--- src/rtl/bus_sequencer_if.sv ---
// Handshake/bus bundle between the control sequencer and the single-bus datapath.
// master = sequencer side, slave = datapath/memory side.
interface bus_sequencer_if;
    logic        start;
    logic [2:0]  op_class;
    logic [3:0]  ra;
    logic [3:0]  rb;
    logic [3:0]  rc;
    logic        mem_ready;
    logic        step;
    logic [23:0] bus_sel;
    logic [15:0] reg_in;
    logic        pc_in;
    logic        ir_in;
    logic        mar_in;
    logic        mdr_in;
    logic        y_in;
    logic        z_in;
    logic        inc_pc;
    logic        mem_read;
    logic        busy;
    logic        halted;

    modport master (
        input  start, op_class, ra, rb, rc, mem_ready, step,
        output bus_sel, reg_in, pc_in, ir_in, mar_in, mdr_in, y_in, z_in, inc_pc, mem_read,
               busy, halted
    );

    modport slave (
        output start, op_class, ra, rb, rc, mem_ready, step,
        input  bus_sel, reg_in, pc_in, ir_in, mar_in, mdr_in, y_in, z_in, inc_pc, mem_read,
               busy, halted
    );
endinterface

--- src/rtl/bus_sequencer.sv ---
// Fetch/execute control sequencer for the 32-bit single-bus datapath.
// Optional BUS_SEQ_SINGLE_STEP_EN: each retire parks in idle until step/start.
module bus_sequencer #(
    parameter int unsigned CNT_W = 16
) (
    input  logic               clock,
    input  logic               reset,
    bus_sequencer_if.master    bus,
    output logic [CNT_W-1:0]   instr_count
);

    typedef enum logic [3:0] {
        StIdle, StT0, StT1, StT2, StT3, StT4, StT5, StT6, StT7, StHalt
    } state_e;

    localparam logic [2:0] ClsNop  = 3'd0;
    localparam logic [2:0] ClsAluRr = 3'd1;
    localparam logic [2:0] ClsLoad = 3'd3;
    localparam logic [2:0] ClsMfhi = 3'd5;
    localparam logic [2:0] ClsMflo = 3'd6;
    localparam logic [2:0] ClsHalt = 3'd7;

`ifdef BUS_SEQ_SINGLE_STEP_EN
    localparam state_e RetireSt = StIdle;
    logic kick;
    assign kick = bus.start | bus.step;
`else
    localparam state_e RetireSt = StT0;
    logic kick;
    logic unused_step;
    assign kick        = bus.start;
    assign unused_step = bus.step;
`endif

    state_e           state_q;
    logic             t1_wait_q;  // set once T1 has stalled, so pc_in fires only on its first cycle
    logic [CNT_W-1:0] cnt_q;
    logic             retire;

    assign retire = (state_q == StT3 && (bus.op_class == ClsNop || bus.op_class == ClsMfhi ||
                                         bus.op_class == ClsMflo)) ||
                    (state_q == StT5 && bus.op_class != ClsLoad) ||
                    (state_q == StT7);

    always_ff @(posedge clock or posedge reset) begin
        if (reset) begin
            state_q   <= StIdle;
            t1_wait_q <= 1'b0;
            cnt_q     <= '0;
        end else begin
            t1_wait_q <= 1'b0;
            if (retire) cnt_q <= cnt_q + 1'b1;
            unique case (state_q)
                StIdle: if (kick) state_q <= StT0;
                StT0:   state_q <= StT1;
                StT1: begin
                    if (bus.mem_ready) state_q <= StT2;
                    else               t1_wait_q <= 1'b1;
                end
                StT2:   state_q <= StT3;
                StT3: begin
                    if (retire)                      state_q <= RetireSt;
                    else if (bus.op_class == ClsHalt) state_q <= StHalt;
                    else                             state_q <= StT4;
                end
                StT4:   state_q <= StT5;
                StT5:   state_q <= retire ? RetireSt : StT6;
                StT6:   if (bus.mem_ready) state_q <= StT7;
                StT7:   state_q <= RetireSt;
                StHalt: state_q <= StHalt;
                default: state_q <= StIdle;
            endcase
        end
    end

    logic [23:0] bus_sel;
    logic [15:0] reg_in;
    logic pc_in, ir_in, mar_in, mdr_in, y_in, z_in, inc_pc, mem_read;

    always_comb begin
        bus_sel  = '0;
        reg_in   = '0;
        pc_in    = 1'b0;
        ir_in    = 1'b0;
        mar_in   = 1'b0;
        mdr_in   = 1'b0;
        y_in     = 1'b0;
        z_in     = 1'b0;
        inc_pc   = 1'b0;
        mem_read = 1'b0;
        unique case (state_q)
            StT0: begin
                bus_sel[20] = 1'b1;
                mar_in      = 1'b1;
                inc_pc      = 1'b1;
                z_in        = 1'b1;
            end
            StT1: begin
                bus_sel[19] = 1'b1;
                pc_in       = ~t1_wait_q;
                mem_read    = 1'b1;
                mdr_in      = bus.mem_ready;
            end
            StT2: begin
                bus_sel[21] = 1'b1;
                ir_in       = 1'b1;
            end
            StT3: begin
                unique case (bus.op_class)
                    ClsNop, ClsHalt: ;
                    ClsMfhi: begin
                        bus_sel[16]    = 1'b1;
                        reg_in[bus.ra] = 1'b1;
                    end
                    ClsMflo: begin
                        bus_sel[17]    = 1'b1;
                        reg_in[bus.ra] = 1'b1;
                    end
                    default: begin
                        bus_sel[bus.rb] = 1'b1;
                        y_in            = 1'b1;
                    end
                endcase
            end
            StT4: begin
                if (bus.op_class == ClsAluRr) bus_sel[bus.rc] = 1'b1;
                else                          bus_sel[23]     = 1'b1;
                z_in = 1'b1;
            end
            StT5: begin
                bus_sel[19] = 1'b1;
                if (bus.op_class == ClsLoad) mar_in         = 1'b1;
                else                         reg_in[bus.ra] = 1'b1;
            end
            StT6: begin
                mem_read = 1'b1;
                mdr_in   = bus.mem_ready;
            end
            StT7: begin
                bus_sel[21]    = 1'b1;
                reg_in[bus.ra] = 1'b1;
            end
            default: ;
        endcase
    end

    assign bus.bus_sel  = bus_sel;
    assign bus.reg_in   = reg_in;
    assign bus.pc_in    = pc_in;
    assign bus.ir_in    = ir_in;
    assign bus.mar_in   = mar_in;
    assign bus.mdr_in   = mdr_in;
    assign bus.y_in     = y_in;
    assign bus.z_in     = z_in;
    assign bus.inc_pc   = inc_pc;
    assign bus.mem_read = mem_read;
    assign bus.busy     = (state_q != StIdle) && (state_q != StHalt);
    assign bus.halted   = (state_q == StHalt);
    assign instr_count  = cnt_q;

endmodule

--- src/flat_wrapper.sv ---
// flat-port wrapper written by rule: the top's interface ports become plain ports
module bus_sequencer_flat 
#(
    parameter int unsigned CNT_W = 16
)
  (clock, reset, instr_count, bus_start, bus_op_class, bus_ra, bus_rb, bus_rc, bus_mem_ready, bus_step, bus_bus_sel, bus_reg_in, bus_pc_in, bus_ir_in, bus_mar_in, bus_mdr_in, bus_y_in, bus_z_in, bus_inc_pc, bus_mem_read, bus_busy, bus_halted);
  bus_sequencer_if bus_i ();
  input  logic clock;
  input  logic reset;
  output logic [CNT_W-1:0] instr_count;
  input wire logic [$bits(bus_i.start)-1:0] bus_start;
  input wire logic [$bits(bus_i.op_class)-1:0] bus_op_class;
  input wire logic [$bits(bus_i.ra)-1:0] bus_ra;
  input wire logic [$bits(bus_i.rb)-1:0] bus_rb;
  input wire logic [$bits(bus_i.rc)-1:0] bus_rc;
  input wire logic [$bits(bus_i.mem_ready)-1:0] bus_mem_ready;
  input wire logic [$bits(bus_i.step)-1:0] bus_step;
  output wire logic [$bits(bus_i.bus_sel)-1:0] bus_bus_sel;
  output wire logic [$bits(bus_i.reg_in)-1:0] bus_reg_in;
  output wire logic [$bits(bus_i.pc_in)-1:0] bus_pc_in;
  output wire logic [$bits(bus_i.ir_in)-1:0] bus_ir_in;
  output wire logic [$bits(bus_i.mar_in)-1:0] bus_mar_in;
  output wire logic [$bits(bus_i.mdr_in)-1:0] bus_mdr_in;
  output wire logic [$bits(bus_i.y_in)-1:0] bus_y_in;
  output wire logic [$bits(bus_i.z_in)-1:0] bus_z_in;
  output wire logic [$bits(bus_i.inc_pc)-1:0] bus_inc_pc;
  output wire logic [$bits(bus_i.mem_read)-1:0] bus_mem_read;
  output wire logic [$bits(bus_i.busy)-1:0] bus_busy;
  output wire logic [$bits(bus_i.halted)-1:0] bus_halted;
  assign bus_i.start = bus_start;
  assign bus_i.op_class = bus_op_class;
  assign bus_i.ra = bus_ra;
  assign bus_i.rb = bus_rb;
  assign bus_i.rc = bus_rc;
  assign bus_i.mem_ready = bus_mem_ready;
  assign bus_i.step = bus_step;
  assign bus_bus_sel = bus_i.bus_sel;
  assign bus_reg_in = bus_i.reg_in;
  assign bus_pc_in = bus_i.pc_in;
  assign bus_ir_in = bus_i.ir_in;
  assign bus_mar_in = bus_i.mar_in;
  assign bus_mdr_in = bus_i.mdr_in;
  assign bus_y_in = bus_i.y_in;
  assign bus_z_in = bus_i.z_in;
  assign bus_inc_pc = bus_i.inc_pc;
  assign bus_mem_read = bus_i.mem_read;
  assign bus_busy = bus_i.busy;
  assign bus_halted = bus_i.halted;
  bus_sequencer #(.CNT_W(CNT_W)) u_core (.clock(clock), .reset(reset), .bus(bus_i), .instr_count(instr_count));
endmodule
--- config.mk ---
export PLATFORM = sky130hd
export DESIGN_NAME = bus_sequencer_flat
export DESIGN_NICKNAME = d
export VERILOG_FILES = /design/src/rtl/bus_sequencer_if.sv /design/src/rtl/bus_sequencer.sv /design/src/flat_wrapper.sv
export SDC_FILE = /design/constraint.sdc
export NUM_CORES = 1
export LEC_CHECK = 0
export CAP_MARGIN = 20
export CORE_UTILIZATION = 44
export DETAILED_ROUTE_END_ITERATION = 16
export PLACE_DENSITY_LB_ADDON = 0.15
export SKIP_LAST_GASP = 1
export SLEW_MARGIN = 5
export SYNTH_ARGS = -nofsm -noshare
export SYNTH_HDL_FRONTEND = slang
export SYNTH_SLANG_ARGS = --single-unit
--- constraint.sdc ---
create_clock -name clock -period 4.9 [get_ports clock]
set_clock_uncertainty 0.15 [all_clocks]
set_input_delay 0.98 -clock clock [delete_from_list [all_inputs] [get_ports clock]]
set_output_delay 0.98 -clock clock [all_outputs]
set_load 0.03 [all_outputs]
Word level (Yosys, flattened, before mapping)
Index checks and enable logic that the tools add are counted.
{"block": "op_classes", "add_sub_neg": 1, "n_lt_le_gt_ge": 6, "n_eq_ne": 19, "mux": 38, "n_bitwise": 1, "reduce_logical": 20}
{"cell": "2-to-1 mux 16 bit", "n": 4}
{"cell": "case mux 16 bit (3 select lines)", "n": 1}
{"cell": "case mux 4 bit (10 select lines)", "n": 1}
{"cell": "case mux 19 bit (2 select lines)", "n": 1}
{"cell": "2-to-1 mux 4 bit", "n": 5}
{"cell": "2-to-1 mux 1 bit", "n": 17}
{"cell": "adder 16 x 1 -> 16 bit, second input constant", "n": 1}
{"cell": "equality test 4 x 3 -> 1 bit, second input constant", "n": 4}
{"cell": "demux 1 bit (select 4 bit)", "n": 3}
{"cell": "greater-or-equal comparator 4 x 1 -> 1 bit, second input constant", "n": 3}
{"cell": "less-than comparator 4 x 6 -> 1 bit, second input constant", "n": 2}
{"cell": "OR reduction 2 bit", "n": 5}
{"cell": "equality test 3 bit, second input constant", "n": 3}
{"cell": "equality test 4 x 2 -> 1 bit, second input constant", "n": 2}
{"cell": "equality test 4 bit, second input constant", "n": 2}
{"cell": "case mux 1 bit (2 select lines)", "n": 4}
{"cell": "logical AND 1 bit", "n": 6}
{"cell": "inequality test 2 bit, second input constant", "n": 3}
{"cell": "less-than comparator 4 x 5 -> 1 bit, second input constant", "n": 1}
{"cell": "equality test 4 x 1 -> 1 bit, second input constant", "n": 1}
{"cell": "logical NOT 4 bit", "n": 1}
{"cell": "logical OR 1 bit", "n": 4}
{"cell": "inequality test 4 bit, second input constant", "n": 1}
{"cell": "nonzero test 4 bit", "n": 1}
{"cell": "9 further kinds", "n": 9}
{"block": "word_totals", "register_bits": 21, "out_inout_bits": 66, "wordCells": 88}

Logic depth before layout (Yosys ltp)
{"block": "depth", "ltp_word": 8, "ltp_mapped": 7}

Worst setup path before layout
OpenSTA, ideal clock, no wires.
{"block": "synth_timing", "path_kind": "input-to-output", "from": "in bus_op_class[2]", "to": "out bus_bus_sel[0]", "arrival_ns": 2.865, "required_time_ns": 3.770, "setup_slack_ns": 0.905, "cell_stages": 5, "cell_sequence": "buf_2 nand2b_1 or4_1 or3_1 o21ai_0"}
{"block": "synth_via", "elab_chain_cells": 4, "elab_cells_between_ends": 9, "classes_between": "eq/ne: 4; mux: 3; reduce/logical: 2"}
{"element": "from (decl)", "line": "flat_wrapper.sv:12", "text": "input wire logic [$bits(bus_i.op_class)-1:0] bus_op_class;"}
{"element": "equality test 3 bit / logical NOT 3 bit (equally long branches)", "line": "bus_sequencer.sv:109", "text": "unique case (bus.op_class)"}
{"element": "OR reduction 4 bit (no line)"}
{"element": "2-to-1 mux 16 bit", "line": "bus_sequencer.sv:109"}
{"element": "case mux 19 bit (2 select lines) *", "line": "bus_sequencer.sv:91", "text": "unique case (state_q)"}
{"element": "to (decl)", "line": "flat_wrapper.sv:18", "text": "output wire logic [$bits(bus_i.bus_sel)-1:0] bus_bus_sel;"}
Mark *: on every way between the ends. The rest lies on a longest branch, timed or not.

Worst setup path after layout
{"block": "layout_timing", "from": "in bus_op_class[1]", "to": "out bus_bus_sel[0]"}
The elaborated chain is that of the path after synthesis.

==> metrics.md <==
| Metric | Value |
|---|---|
| Run status | `complete, no violations` |
| Worst path required time | `3770 ps` |
| Sequential fraction of the synthesis area | `between 20 and 30%` |
| Layout area overhead | `48.6%` |
| Max-slew headroom | `48.6%` |
| Leakage power | `roughly 1 nW` |
| Largest cells by area after synthesis | `dfrtp_1, nor2_1, xor2_1` |
| Post-synth cell types | `47` |
| Worst-Skew Late Latency | `260 ps` |
| Via count | `1,901` |
| Die Y | `65.9 µm` |
| Clock Path Buffers | `2` |
| Avg Cell Area, Syn | `7.71 µm²` |
| Final setup TNS | `0 ps` |
| Share of cells above drive strength 1 | `6.47%` |
| Power, Total | `1.04 mW` |
| DRC | `0` |
| RSZ-0062 raised after global routing | `false` |
| Mapped Cells | `~230` |
| Slew Limit Fails | `0` |
| Number of synthesized flops with an enable pin | `0` |
| Hold Vio Cnt, Final | `0` |
| DR pass1 iterations | `4` |
| GRT Residual Overflow | `0` |
| Reg-to-reg critical path endpoint | `u_core.instr_count[1]` |
| Hold Path End | `u_core.instr_count[15]` |
| FP Rows | `22` |
| Core area | `approximately 3800 µm²` |
| Vias/cell | `5.32` |
| Filler instances | `around 340` |
| Starting Density | `about 47%` |
| Ports | `86` |
| Crit share post-route | `94.9%` |
| Multi-input logic area | `1160 µm²` |
| Post-DR wirelength/cell | `12.8 µm` |
| Total CTS buffers | `3` |
| HP Start | `u_core.instr_count[15]` |
| Most frequent cells in the layout | `clkdlybuf4s50_1, nor2_1, dfrtp_1` |
| TritonCTS clock tree | `yes` |
| Final min period | `4650 ps` |
| Vias in the first global route | `1,754` |
| Worst vdd ir | `0.432 mV` |
| Dpl ws | `roughly 230 ps` |
| Clk root buf | `clkbuf_8` |
| Die Wd | `65.9 µm` |
| WP data arrival | `about 3500 ps` |
| Yosys top cell by area | `dfrtp_1` |
| I/O Buffers | `82` |
| Hold Crit Depth | `1` |
| GP Congestion | `0.817` |
| Area of the die | `4340 µm²` |
| Power Density | `389 nW/µm²` |
| Ys async rst share | `100%` |
| Reg-to-reg startpoint | `u_core.state_q[1]` |
| F_max | `215 MHz` |
| Post-route ant nets | `0` |
| Layout Nets | `about 330` |
| Hold-fix buffers at CTS | `0` |
| Critical path class | `in -> out` |
| CTS resizes | `0` |
| GRT Util Overall | `22.1%` |
| Worst Setup Slack, final | `251 ps` |
| Post-Route WL | `approximately 4.6 mm` |
| Yosys warnings | `0` |
| Dpl hpwl | `about 3.6 mm` |
| Postcts setup bufs | `0` |
| Detailed Route Iter0 Violations | `111` |
| Final setup viols | `0` |
| Largest net degree at the start of global routing | `22` |
| Worst reg2reg path depth | `5` |
| Primary FF master, synth | `dfrtp_1` |
| Synthesized flop and latch total | `21` |
| Commonest non-fill, non-tap cell in the layout | `clkdlybuf4s50_1` |
| Clock slew at reported path FFs | `approximately 80 ps` |
| Worst R2R Setup Slack | `2660 ps` |
| HP Class | `reg -> reg` |
| Crit end category | `primary output` |
| Htree depth | `1` |
| Netlist Area Pre-Place | `1800 µm²` |
| Cell Count, Final, Fillers Out | `between 300 and 400` |
| DP Cell Count | `353` |
| Ant. Diodes | `0` |
| Initial antenna violation count | `0` |
| First-pass GRT wire length | `7.69 mm` |
| Max-cap violations | `0` |
| Worst Setup Start Kind | `input port` |
| Worst-path fanout max | `11` |
| Sequential cell area | `526 µm²` |
| Slew @ Worst Pin | `between 700 and 800 ps` |
| Area share of the largest cell type after synthesis | `29.3%` |
| Num Clock Sinks | `21` |
how the worst max path moves through the flow:
stage / startpoint / to / slack [ps]
2_1_floorplan: bus_op_class[2] / bus_bus_sel[0] / 910
6_report: bus_op_class[1] / bus_bus_sel[0] / 250
5_1_grt: bus_op_class[2] / bus_bus_sel[8] / 110
3_3_place_gp: bus_op_class[2] / bus_bus_sel[0] / 310
3_5_place_dp: bus_op_class[1] / bus_bus_sel[0] / 230
4_1_cts: bus_op_class[1] / bus_bus_sel[0] / 240
logic make-up after synthesis:
kind of cell | after synthesis | synth area share [%]
buffers and inverters | 23 | 6.55
AOI/OAI and AO/OA | 44 | 16.4
muxes | 2 | 1.18
DFF | 21 | 29.3
and+or+nand+nor | 124 | 37.4
xor gates and xnor gates | 17 | 8.29
adders and majority gates | 1 | 0.697
other | 1 | 0.209
layout make-up:
type / count / share of cell area, %
clock buffer: 3 / 1.55
clock inverter: 1 / 0.188
inverter: 8 / 1.13
multi-input combinational: 190 / 43.3
sequential: 21 / 19.7
tap: 48 / 2.25
timing repair buffer: 86 / 31.9
power breakdown:
| group | internal [mW] | total, mW | leakage (nW) | switching [mW] |
|---|---|---|---|---|
| sequential | 0.218 | 0.300 | 0.259 | 0.0818 |
| clock | 0.0566 | 0.111 | 0.0255 | 0.0547 |
| combinational | 0.254 | 0.627 | 0.719 | 0.373 |
layer usage:
layer	track usage [%]	wire, µm
met1	29.4	2060
met2	37.2	2280
met3	3.79	208
met4	4.35	46
met5	0	0
metrics by stage:
step | utilization, % | hold WS, ps | area (µm²)
2_1_floorplan | - | 422 | 1800
3_3_place_gp | 69.0 | 305 | 2620
3_5_place_dp | 69.0 | 326 | 2620
4_1_cts | 70.3 | 337 | 2670
5_1_grt | 70.3 | 349 | 2670
6_report | 70.3 | 324 | 2670
worst max-delay path, cell delays in order:
cell	delay [ps]
clkdlybuf4s50_1	600
or4_1	660
or3_1	390
o21ai_0	200
clkdlybuf4s50_1	700
cell usage after synthesis (5+ instances only):
cell      instances
nor2_1           37
dfrtp_1          21
nand2_1          20
o21ai_0          14
xor2_1           14
nor3_1           13
nand3_1          12
a21oi_1          10
nand2b_1         10
inv_1             8
nand3b_1          6
o22ai_1           6
nor3b_1           5
registers in the layout (all words and copies together), names as in the netlist:
register and flops:
u_core.state_q 4, u_core.instr_count 16, u_core.t1_wait_q 1
No activity file was read; power rests on OpenSTA's default activity.
